## config.mk

```make
export PLATFORM = sky130hd
export DESIGN_NAME = ahb2apb_bridge
export DESIGN_NICKNAME = d
export VERILOG_FILES = /design/src/rtl/ahb_apb_pkg.sv /design/src/rtl/apb_slv_mux.sv /design/src/rtl/ahb2apb_bridge.sv
export SDC_FILE = /design/constraint.sdc
export NUM_CORES = 1
export LEC_CHECK = 0
export ABC_CLOCK_PERIOD_IN_PS = 1800
export BUFFER_PORTS_ARGS = -buffer_cell sky130_fd_sc_hd__buf_4
export CORE_ASPECT_RATIO = 0.75
export CORE_MARGIN = 2
export CORE_UTILIZATION = 25
export CTS_CLUSTER_SIZE = 14
export DETAILED_ROUTE_END_ITERATION = 12
export GPL_ROUTABILITY_DRIVEN = 0
export SLEW_MARGIN = 40
export SYNTH_ARGS = -nofsm -noshare
export SYNTH_HDL_FRONTEND = slang
export SYNTH_SLANG_ARGS = --single-unit
```

## constraint.sdc

```tcl
create_clock -name hclk -period 1.8 [get_ports hclk]
set_input_delay 0.36 -clock hclk [delete_from_list [all_inputs] [get_ports hclk]]
set_output_delay 0.36 -clock hclk [all_outputs]
set_load 0.01 [all_outputs]
```

## src/rtl/ahb_apb_pkg.sv

```systemverilog
// ahb_apb_pkg
// Shared definitions for the AHB-to-APB bridge:
//   - AHB HTRANS and HRESP encodings
//   - bridge FSM state enum
//   - clog2 helper for parameter-derived widths
// Optional feature macro used by the bridge: APB_TIMEOUT_EN.
package ahb_apb_pkg;

    localparam logic [1:0] HTRANS_IDLE   = 2'b00;
    localparam logic [1:0] HTRANS_BUSY   = 2'b01;
    localparam logic [1:0] HTRANS_NONSEQ = 2'b10;
    localparam logic [1:0] HTRANS_SEQ    = 2'b11;

    localparam logic [1:0] HRESP_OKAY  = 2'b00;
    localparam logic [1:0] HRESP_ERROR = 2'b01;

    typedef enum logic [2:0] {
        ST_IDLE   = 3'd0,
        ST_CAPT   = 3'd1,
        ST_SETUP  = 3'd2,
        ST_ACCESS = 3'd3,
        ST_DONE   = 3'd4,
        ST_ERR1   = 3'd5,
        ST_ERR2   = 3'd6
    } apb_state_t;

    // Ceiling log2; returns 0 for values of 0 or 1.
    function automatic int clog2(input int value);
        int r;
        r = 0;
        while ((1 << r) < value) begin
            r = r + 1;
        end
        return r;
    endfunction

endpackage

```

## src/rtl/apb_slv_mux.sv

```systemverilog
// apb_slv_mux
// Combinational slave selection for the bridge.
// Ports:
//   idx        in   slave index latched by the bridge
//   prdata     in   flattened read data, slave i at [32i+31:32i]
//   pready     in   per-slave ready
//   pslverr    in   per-slave error
//   sel_rdata  out  read data of slave idx (0 when idx is unmapped)
//   sel_ready  out  pready of slave idx (0 when idx is unmapped)
//   sel_err    out  pslverr of slave idx (0 when idx is unmapped)
//   sel_onehot out  one-hot decode of idx (all zero when unmapped)
module apb_slv_mux #(
    parameter int NUM_SLV = 4,
    parameter int IDX_W   = 2
) (
    input  logic [IDX_W-1:0]      idx,
    input  logic [32*NUM_SLV-1:0] prdata,
    input  logic [NUM_SLV-1:0]    pready,
    input  logic [NUM_SLV-1:0]    pslverr,
    output logic [31:0]           sel_rdata,
    output logic                  sel_ready,
    output logic                  sel_err,
    output logic [NUM_SLV-1:0]    sel_onehot
);

    always_comb begin
        sel_rdata  = '0;
        sel_ready  = 1'b0;
        sel_err    = 1'b0;
        sel_onehot = '0;
        for (int i = 0; i < NUM_SLV; i++) begin
            if (idx == IDX_W'(i)) begin
                sel_rdata     = prdata[32*i +: 32];
                sel_ready     = pready[i];
                sel_err       = pslverr[i];
                sel_onehot[i] = 1'b1;
            end
        end
    end

endmodule

```

## src/rtl/ahb2apb_bridge.sv

```systemverilog
// ahb2apb_bridge
// Replays single AHB transfers as APB3 transfers to NUM_SLV peripherals,
// with pready wait states, pslverr -> AHB ERROR, decode errors for
// unmapped slave slots and (with APB_TIMEOUT_EN defined) an ACCESS timeout.
// Ports:
//   hclk, hreset            clock, synchronous active-high reset
//   hsel, haddr, htrans,
//   hwrite, hsize, hwdata,
//   hready_in               AHB slave inputs (hsize is ignored)
//   hready_out, hresp,
//   hrdata                  AHB slave outputs (hrdata registered)
//   paddr, psel, penable,
//   pwrite, pwdata          APB master outputs
//   prdata, pready, pslverr APB slave responses, per slave
//   fsm_state               current bridge state, for observation
module ahb2apb_bridge
    import ahb_apb_pkg::*;
#(
    parameter int NUM_SLV     = 4,
    parameter int PADDR_W     = 16,
    parameter int SEL_LSB     = 12,
    parameter int TIMEOUT_CYC = 255
) (
    input  logic                  hclk,
    input  logic                  hreset,
    input  logic                  hsel,
    input  logic [31:0]           haddr,
    input  logic [1:0]            htrans,
    input  logic                  hwrite,
    input  logic [2:0]            hsize,
    input  logic [31:0]           hwdata,
    input  logic                  hready_in,
    output logic                  hready_out,
    output logic [1:0]            hresp,
    output logic [31:0]           hrdata,
    output logic [PADDR_W-3:0]    paddr,
    output logic [NUM_SLV-1:0]    psel,
    output logic                  penable,
    output logic                  pwrite,
    output logic [31:0]           pwdata,
    input  logic [32*NUM_SLV-1:0] prdata,
    input  logic [NUM_SLV-1:0]    pready,
    input  logic [NUM_SLV-1:0]    pslverr,
    output apb_state_t            fsm_state
);

    localparam int IDX_CLOG = clog2(NUM_SLV);
    localparam int IDX_W    = (IDX_CLOG < 1) ? 1 : IDX_CLOG;

    apb_state_t        state, state_nx;
    logic [IDX_W-1:0]  idx;
    logic [IDX_W-1:0]  haddr_idx;
    logic              idx_valid;
    logic              accept;
    logic              take;
    logic [31:0]       sel_rdata;
    logic              sel_ready;
    logic              sel_err;
    logic [NUM_SLV-1:0] sel_onehot;

    // Only NONSEQ/SEQ start a transfer; IDLE/BUSY get a zero-wait OKAY.
    assign accept = hsel && hready_in &&
                    ((htrans == HTRANS_NONSEQ) || (htrans == HTRANS_SEQ));
    // A new address phase can only be taken while this bridge is ready.
    assign take   = accept && hready_out;

    // A single-slave build has no index field; the slot is always 0.
    assign haddr_idx = (NUM_SLV == 1) ? '0 : haddr[SEL_LSB +: IDX_W];
    assign idx_valid = ({1'b0, idx} < (IDX_W+1)'(NUM_SLV));

    assign fsm_state = state;

    wire unused_bits = &{1'b0, hsize, haddr};

    apb_slv_mux #(
        .NUM_SLV (NUM_SLV),
        .IDX_W   (IDX_W)
    ) u_mux (
        .idx        (idx),
        .prdata     (prdata),
        .pready     (pready),
        .pslverr    (pslverr),
        .sel_rdata  (sel_rdata),
        .sel_ready  (sel_ready),
        .sel_err    (sel_err),
        .sel_onehot (sel_onehot)
    );

`ifdef APB_TIMEOUT_EN
    localparam int TO_CLOG = clog2(TIMEOUT_CYC + 1);
    localparam int CNT_W   = (TO_CLOG < 8) ? 8 : ((TO_CLOG > 16) ? 16 : TO_CLOG);
    // The counter holds the number of ACCESS cycles already spent, so the
    // abort fires in the TIMEOUT_CYC-th ACCESS cycle.
    localparam logic [CNT_W-1:0] TO_LAST = CNT_W'(TIMEOUT_CYC - 1);

    logic [CNT_W-1:0] to_cnt;

    always_ff @(posedge hclk) begin
        if (hreset) begin
            to_cnt <= '0;
        end else if (state == ST_SETUP) begin
            to_cnt <= '0;
        end else if (state == ST_ACCESS) begin
            to_cnt <= to_cnt + 1'b1;
        end
    end
`else
    localparam int UNUSED_TIMEOUT = TIMEOUT_CYC;
`endif

    always_comb begin
        state_nx   = state;
        hready_out = 1'b0;
        hresp      = HRESP_OKAY;
        psel       = '0;
        penable    = 1'b0;
        case (state)
            ST_IDLE: begin
                hready_out = 1'b1;
                if (take) state_nx = ST_CAPT;
            end
            ST_CAPT: begin
                state_nx = idx_valid ? ST_SETUP : ST_ERR1;
            end
            ST_SETUP: begin
                psel     = sel_onehot;
                state_nx = ST_ACCESS;
            end
            ST_ACCESS: begin
                psel    = sel_onehot;
                penable = 1'b1;
                if (sel_ready) begin
                    state_nx = sel_err ? ST_ERR1 : ST_DONE;
                end
`ifdef APB_TIMEOUT_EN
                else if (to_cnt == TO_LAST) begin
                    state_nx = ST_ERR1;
                end
`endif
            end
            ST_DONE: begin
                hready_out = 1'b1;
                state_nx   = take ? ST_CAPT : ST_IDLE;
            end
            ST_ERR1: begin
                hresp    = HRESP_ERROR;
                state_nx = ST_ERR2;
            end
            ST_ERR2: begin
                hready_out = 1'b1;
                hresp      = HRESP_ERROR;
                state_nx   = take ? ST_CAPT : ST_IDLE;
            end
            default: begin
                state_nx = ST_IDLE;
            end
        endcase
    end

    always_ff @(posedge hclk) begin
        if (hreset) begin
            state  <= ST_IDLE;
            idx    <= '0;
            paddr  <= '0;
            pwrite <= 1'b0;
            pwdata <= '0;
            hrdata <= '0;
        end else begin
            state <= state_nx;
            // Address-phase fields are only reloaded in IDLE/DONE/ERR2, so
            // they stay stable from SETUP through the end of ACCESS.
            if (take) begin
                idx    <= haddr_idx;
                paddr  <= haddr[PADDR_W-1:2];
                pwrite <= hwrite;
            end
            if (state == ST_CAPT) begin
                pwdata <= hwdata;
            end
            if ((state == ST_ACCESS) && sel_ready && !sel_err && !pwrite) begin
                hrdata <= sel_rdata;
            end
        end
    end

endmodule

```

==> impl_metrics.json <==
{
  "holdWs_ps": 268,
  "layoutNonFillerInstCount": 904,
  "fin_total_pwr_mw": 4.80,
  "path_clk_slew_ps": 60,
  "wl_mm": 14.7,
  "dpl.hpwl_mm": 11.1,
  "yosysSeqAreaShare_pct": 40.0,
  "cp-end-kind": "flop",
  "syn-mean-instance-area_um2": 9.79,
  "synth_cells": 419,
  "met3_usage_pct": 6.60,
  "status": "finished, violations left",
  "vias": 4157,
  "max_freq_mhz": 529,
  "grt_busiest_layer": "met2",
  "cts_max_path_buffers": 2,
  "cts-root-buf": "clkbuf_16",
  "io_buffers": 276,
  "htree_levels": 3,
  "grt_setup_unrepaired": "true",
  "io_pins": 300,
  "cp.arrival_ps": 2110,
  "grt_max_degree": 56,
  "drt-vias-per-instance": 4.60,
  "hold_class": "primary input to flop",
  "required_ps": 2020,
  "grtUsageTotal_pct": 16.5,
  "grt_antenna_before_repair": 0,
  "setup_viol": 32,
  "cts_buffers": 9,
  "antenna_left": 0,
  "grtUsageMet2_pct": 28.3,
  "peakVddDrop_uv": 446,
  "criticalPathCategory": "flop to flop",
  "synth_cell_types": 28,
  "syn_nets": 629,
  "postCtsHoldBufs": 0,
  "setup_slack_ps": -90.1,
  "leakagePower_nw": 3.13,
  "dpl_worst_slack_ps": -351,
  "insertion_delay_ps": 340,
  "post_drt_wl_per_cell_um": 16.2,
  "powerDensity_mw_per_mm2": 693,
  "layout_common_cells": "buf_4, dfxtp_1, nand2b_1, nand2_1, a21oi_1",
  "nNetsFinal": 899,
  "finalClockSkew_ps": 3.91,
  "slew_viol_final": 0,
  "synth_top_area_cell": "dfxtp_1",
  "core_mm2": 0.0160,
  "start_kind": "flop",
  "syn_area_mm2": 0.00410,
  "rows": 40,
  "netlist_top_cells_area": "dfxtp_1, mux4_2, nand2b_1",
  "fp.dieW_um": 152,
  "drc_errors": 0,
  "antenna_cells": 0,
  "finalHoldViolations": 0,
  "ys_warn_count": 0,
  "dpl.cell_count": 885,
  "grt_pass1_vias": 4285,
  "min_period_over_period_pct": 105,
  "synth_top_area_share_pct": 40.0,
  "synth_seq_cells": 82,
  "r2r_slack_ps": -90,
  "dieArea_mm2": 0.0175,
  "drtIter0Drc": 120,
  "period_minus_slack_ps": 1890,
  "violations": "setup timing",
  "final_common_cell": "buf_4",
  "finalCoreUtilization_pct": 43.2,
  "fillers": 1561,
  "grt_first_pass_wirelength_mm": 22.6,
  "grt_overflow": 0,
  "met1_usage_pct": 19.1,
  "path_max_fanout": 16,
  "drive_above_1_share_pct": 51.7,
  "cts_tree": "done",
  "drv.max_cap_violation_count": 0,
  "max_slew_margin_pct": 54.8,
  "die_y_um": 115,
  "dr.pass1.iters": 4,
  "cts_num_sinks": 82,
  "synthToLayoutAreaGrowth_pct": 68.8,
  "start_util_pct": 25.6,
  "tightestPinTransition_ps": 677
}
-- final timing paths --
kind               from    endpoint  cells after the start
max reg2reg   paddr[10]   hrdata[6]                      4
max           paddr[10]   hrdata[6]                      4
min           hwdata[2]   pwdata[2]                      3
min reg2reg  pwdata[17]  pwdata[17]                      2
-- routing by layer --
layer  up-vias  share of wire, %
li1       1996                 -
met1      1982                41
met2       162                48
met3        17               8.1
met4         0               2.0
met5         -                 0
-- power by group --
part	internal [mW]	switching (mW)
combinational	0.522	0.312
sequential	1.86	0.0257
clock	1.35	0.721
total	3.74	1.06
-- cells by family after synthesis --
group           count (synthesis)  share of synthesized area, %
compound gates                 67                          8.36
flops                          82                          40.0
simple gates                  163                          20.6
buf+inv                        40                          4.45
mux                            66                          26.5
other cells                     1                        0.0914
-- metrics by stage --
step / setup TNS (ps) / cell area [um^2]
2_1_floorplan: -1770 / 4110
3_3_place_gp: -9320 / 6450
3_5_place_dp: -10530 / 6450
4_1_cts: -2430 / 6880
5_1_grt: -3530 / 6920
6_report: -1920 / 6920
-- Yosys cell counts (all sizes together) --
master  instances
conb            1
nor2            3
buf            10
mux4           34
and3            1
dfxtp          82
mux2i          32
nand2          66
nand4b          1
or4b            1
nor3b           3
o21ai          15
nor2b           2
inv             1
and4b           1
or3b            2
nand2b         66
clkbuf         29
nor3            2
a21oi          49
a21boi          1
a211oi          1
a21o            1
nand3          15
-- registers in the layout (all words and copies together), names as in the netlist --
signal / flops
fsm_state: 3
pwrite: 1
hrdata: 32
pwdata: 32
paddr: 14
-- layout make-up --
| cell class | instances | area, um^2 | share of cell area [%] |
|---|---|---|---|
| Clock buffer | 11 | 233 | 3.36 |
| Clock inverter | 5 | 103 | 1.48 |
| Inverter | 1 | 3.75 | 0.0542 |
| Multi-Input combinational cell | 297 | 2330 | 33.6 |
| Sequential cell | 82 | 1650 | 23.8 |
| Tap cell | 210 | 263 | 3.80 |
| Timing Repair Buffer | 298 | 2350 | 33.9 |
-- timing repair --
action / 4_1_cts / 5_1_grt
setup endpoints to repair: 37 / 36
setup buffers: 0 / 1
resized for setup: 11 / 8
gates cloned: 2 / 0
pin swaps: 0 / 1
-- critical path, cell delays in order, from the launching register on --
cell and delay, ps:
dfxtp_4 350, mux4_2 510, or4b_4 560, buf_12 190, mux2i_2 160
No activity file was read; power rests on OpenSTA's default activity.
